--- config.mk ---
export PLATFORM = sky130hd
export DESIGN_NAME = alu_issue_ctrl
export DESIGN_NICKNAME = d
export VERILOG_FILES = /design/src/rtl/alu_issue_ctrl_pkg.sv /design/src/rtl/alu_issue_ctrl_alu.sv /design/src/rtl/alu_issue_ctrl.sv
export SDC_FILE = /design/constraint.sdc
export NUM_CORES = 2
export LEC_CHECK = 0
export CAP_MARGIN = 20
export CORE_MARGIN = 4
export CORE_UTILIZATION = 34
export CTS_CLUSTER_DIAMETER = 80
export DETAILED_ROUTE_END_ITERATION = 6
export PLACE_DENSITY_LB_ADDON = 0.1
export SYNTH_ARGS = -nofsm -noshare
export SYNTH_HDL_FRONTEND = slang
export SYNTH_HIERARCHICAL = 1
export SYNTH_SLANG_ARGS = --single-unit
export TNS_END_PERCENT = 20
--- constraint.sdc ---
create_clock -name clk -period 10.44 [get_ports clk]
set_clock_uncertainty 0.1 [all_clocks]
set_input_delay 2.088 -clock clk [delete_from_list [all_inputs] [get_ports clk]]
set_output_delay 2.088 -clock clk [all_outputs]
set_load 0.005 [all_outputs]
--- src/rtl/alu_issue_ctrl_pkg.sv ---
// Shared types for the ALU issue controller: ALU ops, RV32 opcodes,
// error codes, FSM states and the request decoder.
package alu_issue_ctrl_pkg;

  typedef enum logic [3:0] {
    ALU_ADD  = 4'd0,
    ALU_SUB  = 4'd1,
    ALU_AND  = 4'd2,
    ALU_OR   = 4'd3,
    ALU_XOR  = 4'd4,
    ALU_SLL  = 4'd5,
    ALU_SRL  = 4'd6,
    ALU_SRA  = 4'd7,
    ALU_SLT  = 4'd8,
    ALU_SLTU = 4'd9
  } alu_op_e;

  localparam logic [6:0] OPC_OP     = 7'b0110011;
  localparam logic [6:0] OPC_OP_IMM = 7'b0010011;
  localparam logic [6:0] OPC_LUI    = 7'b0110111;
  localparam logic [6:0] OPC_BRANCH = 7'b1100011;

  localparam logic [6:0] F7_BASE = 7'b0000000;
  localparam logic [6:0] F7_ALT  = 7'b0100000;
  localparam logic [6:0] F7_MD   = 7'b0000001;

  localparam logic [7:0] ERR_OK     = 8'h00;
  localparam logic [7:0] ERR_UNSUPM = 8'h02;
  localparam logic [7:0] ERR_BADOP  = 8'hFF;

  typedef enum logic [1:0] {
    S_IDLE,
    S_EXEC,
    S_MUL,
    S_RESP
  } state_e;

  typedef enum logic [2:0] {
    K_ALU,
    K_LUI,
    K_BR,
    K_MUL,
    K_BAD
  } kind_e;

  typedef struct packed {
    kind_e      kind;
    alu_op_e    op;
    logic       use_imm;
    logic [7:0] err;
  } dec_t;

  function automatic alu_op_e f3_op(
    input logic [2:0] f3,
    input logic       alt
  );
    alu_op_e o;
    case (f3)
      3'b000:  o = ALU_ADD;
      3'b001:  o = ALU_SLL;
      3'b010:  o = ALU_SLT;
      3'b011:  o = ALU_SLTU;
      3'b100:  o = ALU_XOR;
      3'b101:  o = alt ? ALU_SRA : ALU_SRL;
      3'b110:  o = ALU_OR;
      default: o = ALU_AND;
    endcase
    return o;
  endfunction

  function automatic logic [31:0] mag(
    input logic [31:0] x
  );
    return x[31] ? (~x + 32'd1) : x;
  endfunction

  function automatic dec_t decode(
    input logic [6:0] opc,
    input logic [2:0] f3,
    input logic [6:0] f7,
    input logic       mul_en
  );
    dec_t d;
    d.kind    = K_BAD;
    d.op      = ALU_ADD;
    d.use_imm = 1'b0;
    d.err     = ERR_BADOP;
    case (opc)
      OPC_OP: begin
        if (f7 == F7_BASE) begin
          d.kind = K_ALU;
          d.op   = f3_op(f3, 1'b0);
          d.err  = ERR_OK;
        end else if (f7 == F7_ALT &&
                     (f3 == 3'b000 || f3 == 3'b101)) begin
          d.kind = K_ALU;
          d.op   = (f3 == 3'b000) ? ALU_SUB : ALU_SRA;
          d.err  = ERR_OK;
        end else if (f7 == F7_MD) begin
          if (mul_en && (f3 == 3'b000 || f3 == 3'b001 ||
                         f3 == 3'b011)) begin
            d.kind = K_MUL;
            d.err  = ERR_OK;
          end else begin
            d.err  = ERR_UNSUPM;
          end
        end
      end
      OPC_OP_IMM: begin
        d.kind    = K_ALU;
        d.op      = f3_op(f3, f7[5]);
        d.use_imm = 1'b1;
        d.err     = ERR_OK;
      end
      OPC_LUI: begin
        d.kind = K_LUI;
        d.err  = ERR_OK;
      end
      OPC_BRANCH: begin
        if (f3[2:1] != 2'b01) begin
          d.kind = K_BR;
          d.op   = !f3[2] ? ALU_SUB :
                   (f3[1] ? ALU_SLTU : ALU_SLT);
          d.err  = ERR_OK;
        end
      end
      default: ;
    endcase
    return d;
  endfunction

endpackage

--- src/rtl/alu_issue_ctrl_alu.sv ---
// Combinational RV32 ALU (v1): op, a, b -> y, zero.
// Shifts use b[4:0]; SLT/SLTU return 0/1.
module alu_issue_ctrl_alu
  import alu_issue_ctrl_pkg::*;
(
  input  alu_op_e     op,
  input  logic [31:0] a,
  input  logic [31:0] b,
  output logic [31:0] y,
  output logic        zero
);

  always_comb begin
    y = '0;
    case (op)
      ALU_ADD:  y = a + b;
      ALU_SUB:  y = a - b;
      ALU_AND:  y = a & b;
      ALU_OR:   y = a | b;
      ALU_XOR:  y = a ^ b;
      ALU_SLL:  y = a << b[4:0];
      ALU_SRL:  y = a >> b[4:0];
      ALU_SRA:  y = $signed(a) >>> b[4:0];
      ALU_SLT:  y = {31'd0, $signed(a) < $signed(b)};
      ALU_SLTU: y = {31'd0, a < b};
      default:  y = '0;
    endcase
  end

  assign zero = (y == 32'd0);

endmodule

--- src/rtl/alu_issue_ctrl.sv ---
// Single-issue ALU/branch/multiply unit with valid/ready req and rsp.
// req_* in -> EXEC (1 cycle) or MUL (33 cycles) -> RESP held until rsp_ready.
module alu_issue_ctrl
  import alu_issue_ctrl_pkg::*;
#(
  parameter bit MUL_EN = 1'b1
) (
  input  logic        clk,
  input  logic        rst_n,
  input  logic        req_valid,
  output logic        req_ready,
  input  logic [6:0]  req_opcode,
  input  logic [2:0]  req_funct3,
  input  logic [6:0]  req_funct7,
  input  logic [31:0] req_rs1,
  input  logic [31:0] req_rs2,
  input  logic [31:0] req_imm,
  input  logic [31:0] req_pc,
  output logic        rsp_valid,
  input  logic        rsp_ready,
  output logic [31:0] rsp_result,
  output logic        rsp_br_taken,
  output logic [31:0] rsp_br_target,
  output logic [7:0]  rsp_error
);

  state_e      state, state_n;
  dec_t        dec_in, dec_q;
  logic [2:0]  f3_q;
  logic [31:0] rs1_q, rs2_q, imm_q, pc_q;
  logic [31:0] alu_b, alu_y;
  logic        alu_zero;
  logic        req_fire, is_mulh;
  logic [63:0] prod, prod_fix;
  logic [31:0] mcand;
  logic [32:0] step_sum;
  logic [4:0]  cnt;
  logic        fin, neg_q, hi_q;

  assign req_ready = (state == S_IDLE);
  assign rsp_valid = (state == S_RESP);
  assign req_fire  = req_valid && req_ready;
  assign dec_in    = decode(req_opcode, req_funct3,
                            req_funct7, MUL_EN);
  assign is_mulh   = (req_funct3 == 3'b001);

  assign alu_b = dec_q.use_imm ? imm_q : rs2_q;

  alu_issue_ctrl_alu u_alu (
    .op   (dec_q.op),
    .a    (rs1_q),
    .b    (alu_b),
    .y    (alu_y),
    .zero (alu_zero)
  );

  // Right-shifting shift-add: multiplier sits in prod[31:0], the
  // partial sum accumulates into the top half.
  assign step_sum = {1'b0, prod[63:32]} +
                    {1'b0, prod[0] ? mcand : 32'd0};
  assign prod_fix = neg_q ? (~prod + 64'd1) : prod;

  always_ff @(posedge clk or negedge rst_n) begin
    if (!rst_n) state <= S_IDLE;
    else        state <= state_n;
  end

  always_comb begin
    state_n = state;
    unique case (state)
      S_IDLE:
        if (req_fire)
          state_n = (dec_in.kind == K_MUL) ? S_MUL : S_EXEC;
      S_EXEC: state_n = S_RESP;
      S_MUL:  if (fin) state_n = S_RESP;
      S_RESP: if (rsp_ready) state_n = S_IDLE;
    endcase
  end

  always_ff @(posedge clk or negedge rst_n) begin
    if (!rst_n) begin
      dec_q         <= '0;
      f3_q          <= '0;
      rs1_q         <= '0;
      rs2_q         <= '0;
      imm_q         <= '0;
      pc_q          <= '0;
      prod          <= '0;
      mcand         <= '0;
      cnt           <= '0;
      fin           <= 1'b0;
      neg_q         <= 1'b0;
      hi_q          <= 1'b0;
      rsp_result    <= '0;
      rsp_br_taken  <= 1'b0;
      rsp_br_target <= '0;
      rsp_error     <= '0;
    end else begin
      unique case (state)
        S_IDLE: begin
          if (req_fire) begin
            dec_q <= dec_in;
            f3_q  <= req_funct3;
            rs1_q <= req_rs1;
            rs2_q <= req_rs2;
            imm_q <= req_imm;
            pc_q  <= req_pc;
            mcand <= is_mulh ? mag(req_rs1) : req_rs1;
            prod  <= {32'd0,
                      is_mulh ? mag(req_rs2) : req_rs2};
            neg_q <= is_mulh & (req_rs1[31] ^ req_rs2[31]);
            hi_q  <= (req_funct3 != 3'b000);
            cnt   <= '0;
            fin   <= 1'b0;
          end
        end
        S_EXEC: begin
          rsp_br_target <= pc_q + imm_q;
          rsp_error     <= dec_q.err;
          rsp_br_taken  <= 1'b0;
          rsp_result    <= '0;
          case (dec_q.kind)
            K_ALU: rsp_result <= alu_y;
            K_LUI: rsp_result <= imm_q;
            // f3[0] inverts: bne/bge/bgeu
            K_BR:  rsp_br_taken <= f3_q[0] ^
                     (f3_q[2] ? alu_y[0] : alu_zero);
            default: ;
          endcase
        end
        S_MUL: begin
          if (!fin) begin
            prod <= {step_sum, prod[31:1]};
            cnt  <= cnt + 5'd1;
            if (cnt == 5'd31) fin <= 1'b1;
          end else begin
            rsp_result    <= hi_q ? prod_fix[63:32]
                                  : prod_fix[31:0];
            rsp_br_taken  <= 1'b0;
            rsp_br_target <= pc_q + imm_q;
            rsp_error     <= ERR_OK;
          end
        end
        S_RESP: ;
      endcase
    end
  end

endmodule

Word-level counts from Yosys, hierarchy flattened
Cells that the tools add are included.
{"block": "totals", "reg_bits": 326, "latchBits": 0, "mem_bits_rw": 0, "rom_bits": 0, "inputBits": 149, "wordCells": 151, "n_memories": 0}
{"block": "op_classes", "addsub": 8, "multipliers": 0, "div_mod_pow": 0, "order_cmp": 2, "n_eq_ne": 33, "n_shift": 3, "mux": 56, "bitwise": 9, "n_reduce_logical": 20}
{"op": "$pmux 32 s10", "n": 1}
{"op": "$mux 32", "n": 9}
{"op": "$mux 64", "n": 3}
{"op": "$pmux 32 s2", "n": 3}
{"op": "$pmux 64 s2", "n": 1}
{"op": "$add 32x1->32 const B", "n": 2}
{"op": "$add 32x32->32", "n": 2}
{"op": "$add 64x1->64 const B", "n": 1}
{"op": "$lt 32x32->1", "n": 2}
{"op": "$not 32->32", "n": 2}
{"op": "$not 64->64", "n": 1}
{"op": "$pmux 4 s7", "n": 2}
{"op": "$mux 8", "n": 5}
{"op": "$add 32x32->33", "n": 1}
{"op": "$and 32x32->32", "n": 1}
{"op": "$logic_not 32->1", "n": 1}
{"op": "$or 32x32->32", "n": 1}
{"op": "$shl 32x5->32", "n": 1}
{"op": "$shr 32x5->32", "n": 1}
{"op": "$sshr 32x5->32", "n": 1}
{"op": "$sub 32x32->32", "n": 1}
{"op": "$xor 32x32->32", "n": 1}
{"op": "$pmux 8 s3", "n": 1}
{"op": "$eq 7x6->1 const B", "n": 3}
{"op": "41 further kinds", "n": 84}

Logic depth before layout (Yosys ltp)
{"block": "depth", "ltp_word": 12, "ltp_mapped": 24, "depth_no_buf": 18}

Hierarchy
The synthesis kept the hierarchy.
{"mod": "alu_issue_ctrl", "instances": 1, "cells_each": 2371, "area_per_inst_um2": 19427.4, "seq_area_each_um2": 7807.5}
{"mod": "alu_issue_ctrl_alu", "instances": 1, "cells_each": 1385, "area_per_inst_um2": 9793.1, "seq_area_each_um2": 0.0}

Least setup slack after synthesis
No wires, ideal clock.
{"block": "synth_timing", "path_type": "register -> register", "start": "register dec_q[8] in the netlist's numbering", "end": "register rsp_br_taken", "setup_time_ns": 0.122, "t_arrival_ns": 5.486, "t_required_ns": 10.218, "setup_slack_ns": 4.732, "path_stages_with_launch": 25, "path_buffers": 7, "path_cell_list": "dfrtp_1 > clkbuf_1 > clkbuf_1 > mux2_2 > clkbuf_1 > clkbuf_1 > inv_1 > buf_4 > clkbuf_1 > clkbuf_1 > ha_1 > inv_1 > o311ai_1 > a21oi_1 > a2111oi_0 > o31ai_1 > a21oi_1 > o41a_1 > o21a_1 > or3_1 > nor4_1 > nor2b_1 > mux2i_1 > xnor2_1 > a32o_1"}
{"block": "synth_between", "elab_chain_cells": 8, "elab_cells_between_ends": 17, "classes_between": "2 x add/sub; 2 x order compare; 3 x shift; 5 x mux; 4 x bitwise; 1 x reduce/logical"}
{"element": "from (decl)", "line_no": "alu_issue_ctrl.sv:28", "source": "dec_t dec_in, dec_q;"}
{"element": "from (signal assigned)", "line_no": "alu_issue_ctrl.sv:102", "source": "dec_q <= dec_in;"}
{"element": "$mux 32 (*)", "line_no": "alu_issue_ctrl.sv:47", "source": "assign alu_b = dec_q.use_imm ? imm_q : rs2_q;"}
{"element": "net alu_b[3]", "line_no": "alu_issue_ctrl.sv:31", "source": "logic [31:0] alu_b, alu_y;"}
{"element": "$sub 32x32->32, or another cell as far along", "line_no": "alu_issue_ctrl_alu.sv:17", "source": "ALU_SUB: y = a - b;"}
{"element": "$pmux 32 s10 (*)", "line_no": "alu_issue_ctrl_alu.sv:15", "source": "case (op)"}
{"element": "net alu_y[27]", "line_no": "alu_issue_ctrl.sv:31"}
{"element": "$logic_not 32->1 (*)", "line_no": "alu_issue_ctrl_alu.sv:30", "source": "assign zero = (y == 32'd0);"}
{"element": "net alu_zero", "line_no": "alu_issue_ctrl.sv:32", "source": "logic alu_zero;"}
{"element": "$mux 1 (*)", "line_no": "alu_issue_ctrl.sv:127", "source": "(f3_q[2] ? alu_y[0] : alu_zero);"}
{"element": "$xor 1x1->1 (*)", "line_no": "alu_issue_ctrl.sv:126", "source": "K_BR: rsp_br_taken <= f3_q[0] ^"}
{"element": "$mux 1 (*)", "line_no": "alu_issue_ctrl.sv:122", "source": "case (dec_q.kind)"}
{"element": "$pmux 1 s2 (*)", "line_no": "alu_issue_ctrl.sv:99", "source": "unique case (state)"}
{"element": "to (signal assigned)", "line_no": "alu_issue_ctrl.sv:126"}
{"element": "to (decl)", "line_no": "alu_issue_ctrl.sv:22", "source": "output logic rsp_br_taken,"}
Mark *: on every way through the listed nets, which the timed path passes. The rest lies on a longest branch.
A chain may end at the register's enable or synchronous reset.

Worst setup path in the final report
Ends and elaborated chain as after synthesis.

==> results_dict.tcl <==
set metrics [dict create \
    yosysUniqueCellTypes 99 \
    syn-num-nets 4080 \
    place_area_um2 32400 \
    cts_resized 0 \
    drv_cap 0 \
    place_congestion 1.05 \
    viasPerCell 5.99 \
    clk_latency_ns 0.61 \
    cts.sinks 312 \
    synth_area_leaders "dfrtp_1 27%, nand2_1 10%, ha_1 7.3%" \
    die_area_um2 90700 \
    grt_pass1_vias 28900 \
    layout_common_cells "785 x nand2_1, 310 x dfrtp_1, 300 x o21ai_0" \
    rows 107 \
    seq_area_frac_synth_pct 26.7 \
    post-cts-setup-buffer-count 0 \
    dp_cells 4934 \
    setup_viol 0 \
    grt_max_degree 191 \
    synth_top_area_cell "dfrtp_1" \
    antenna_found_initial 2 \
    netlist_instances 3756 \
    endpoint_kind "flip-flop" \
    grt_pass1_wl_mm 200 \
    drc 0 \
    design_area_um2 33800 \
    final_max_slew_viol_count 0 \
    fmax_ghz 0.147 \
    cp.arrival_ns 7.18 \
    wl_mm 139 \
    fin_cells 5011 \
    regArea_um2 7810 \
    avgSynthCellArea_um2 7.78 \
    cts_tree "yes" \
    ys_ff_latch 312 \
    period_needed_ns 6.81 \
    fin_total_pwr_uw 12200 \
    vias 30000 \
    final_antenna_net_count 0 \
    htreeDepth 2 \
    p_leak_uw 0.0144 \
    core_um2 85300 \
    finalCritPeriodShare_pct 65.2 \
    setup_tns_ns 0 \
    syn2layout_area_growth_pct 15.8 \
    run_status "completed" \
    required_ns 10.82 \
    place.port_buffers 223 \
    cts_root_buffer "clkbuf_16" \
    numCtsBuffers 42 \
    p_per_area_nw_per_um2 360 \
    synthArstFlopShare_pct 100 \
    final_nets 4159 \
    cts_hold_buf 0 \
    drive_above_1_share_pct 7.79 \
    ioPinCount 224 \
    yosysTopAreaCellShare_pct 26.7 \
    hp-class "reg -> reg" \
    yosysWarnings 6 \
    cp_max_fo 59 \
    initial_core_util_pct 34.3 \
    drtPass1Iterations 6 \
    hold_viol 0 \
    synth_ff_type "dfrtp_1" \
    fillers 8879 \
    grt-ovfl-total 0 \
    peakVddDrop_mv 0.162 \
    detail_route.wl_per_cell_um 27.7 \
    rsz0062_at_grt "no" \
    clkSlewWorstSetupHoldPaths_ns 0.05 \
    clockBufferDepth 3 \
    drt_iter0_drc 3216 \
    hpwlAfterDp_mm 108 \
    syn_area_um2 29200 \
    fin_util_pct 39.7 \
    multi_input_area_um2 19900 \
    relSlewSlack_pct 29.6 \
    grt_use_total_pct 29.6 \
    synth_edf_count 0 \
    final_common_cell "nand2_1" \
    worst_setup_path_start_kind "flip-flop" \
    crit_type "reg -> reg" \
    fp.dieH_um 301 \
    die_w_um 301 \
    worst_pin_slew_ns 1.04 \
]
## critical path, cell delays in order, from the launching register on
cell	delay, ns
dfrtp_1	0.43
buf_4	0.39
mux2_2	0.60
buf_4	0.68
fa_1	0.35
nor2_1	0.08
o311ai_1	0.73
a31oi_1	0.36
o311ai_1	0.87
a2111oi_0	0.31
nor3b_1	0.30
o32ai_1	0.16
or3_1	0.34
nor4_2	0.15
nand4bb_1	0.13
nor2b_1	0.15
mux2i_1	0.10
xnor2_1	0.14
a32o_1	0.25
## sequential cells by signal, summed over array words and instances (netlist names), 2 cells and up
name	cells
prod	64
state	2
rs1_q	32
imm_q	32
rsp_result	32
f3_q	2
rsp_br_target	32
cnt	5
rsp_error	2
dec_q	10
mcand	31
pc_q	32
rs2_q	32
## cells by family after synthesis
| logic type | count (synthesis) | synth area share [%] |
|---|---|---|
| AND/OR/NAND/NOR | 1482 | 22.9 |
| flip-flops | 312 | 26.7 |
| AO/OA/AOI/OAI | 1073 | 23.7 |
| buffers and inverters | 386 | 5.48 |
| XOR/XNOR | 178 | 5.34 |
| adder cells (fa/ha/maj) | 175 | 7.60 |
| multiplexers | 150 | 8.27 |
## final timing paths
path | startpoint | endpoint | slack [ns] | cells past startpoint
max | dec_q[8]$_DFFE_PN0P_ | rsp_br_taken$_DFFE_PN0P_ | 3.63 | 18
min | rsp_br_target[0]$_DFFE_PN0P_ | rsp_br_target[0]$_DFFE_PN0P_ | 0.37 | 2
max reg2reg | dec_q[8]$_DFFE_PN0P_ | rsp_br_taken$_DFFE_PN0P_ | 3.63 | 18
min reg2reg | rsp_br_target[0]$_DFFE_PN0P_ | rsp_br_target[0]$_DFFE_PN0P_ | 0.37 | 2
max in group asynchronous | rst_n | prod[3]$_DFFE_PN0P_ | 7.28 | 2
min in group asynchronous | rst_n | rsp_br_target[18]$_DFFE_PN0P_ | 1.43 | 1
## where the power goes
| part | switching, uW | leakage [uW] | internal [uW] |
|---|---|---|---|
| logic | 5170 | 0.00981 | 2930 |
| registers | 819 | 0.00392 | 1750 |
| clock network | 627 | 0.000709 | 901 |
## cell type report
class / instances / share of cell area (%)
clock buffers: 49 / 3.30
clock inverters: 26 / 0.958
well taps: 1144 / 4.23
repair buffers: 289 / 8.16
inverters: 132 / 1.46
flip-flops and latches: 312 / 23.1
multi-input cells: 3058 / 58.8
diodes: 1 / 0.00740
## layer usage
metal  track usage (%)  share of wire [%]  vias up
met1              40.0                 42    14600
met4              12.8                5.1        2
li1                  -                  -    13700
met2              46.0                 44     1472
met3              6.03                8.5      291
met5                 0             0.0065        -
## synthesized netlist by cell type (28+ instances only)
cell and number:
nand2_1 787, dfrtp_1 312, o21ai_0 300, a21oi_1 264
nor2_1 249, clkbuf_1 182, ha_1 171, inv_1 129
xnor2_1 92, xor2_1 86, nor3_1 76, mux4_2 63
nand3_1 62, and2_1 56, a21o_1 43, mux2_2 43
o31ai_1 43, a211oi_1 42, a221oi_1 41, a31oi_1 41
or3_1 38, mux2i_1 37, o211ai_1 33, nor2b_1 31
nor4_1 30, o221ai_1 28
## metrics by stage
step | worst slack (ns) | hold WS (ns)
6_report | 3.63 | 0.370
5_1_grt | 3.43 | 0.395
3_5_place_dp | 3.98 | 0.364
4_1_cts | 3.93 | 0.378
3_3_place_gp | 3.99 | 0.352
2_1_floorplan | 4.73 | 0.337
Power figures use the tool's default switching activity.
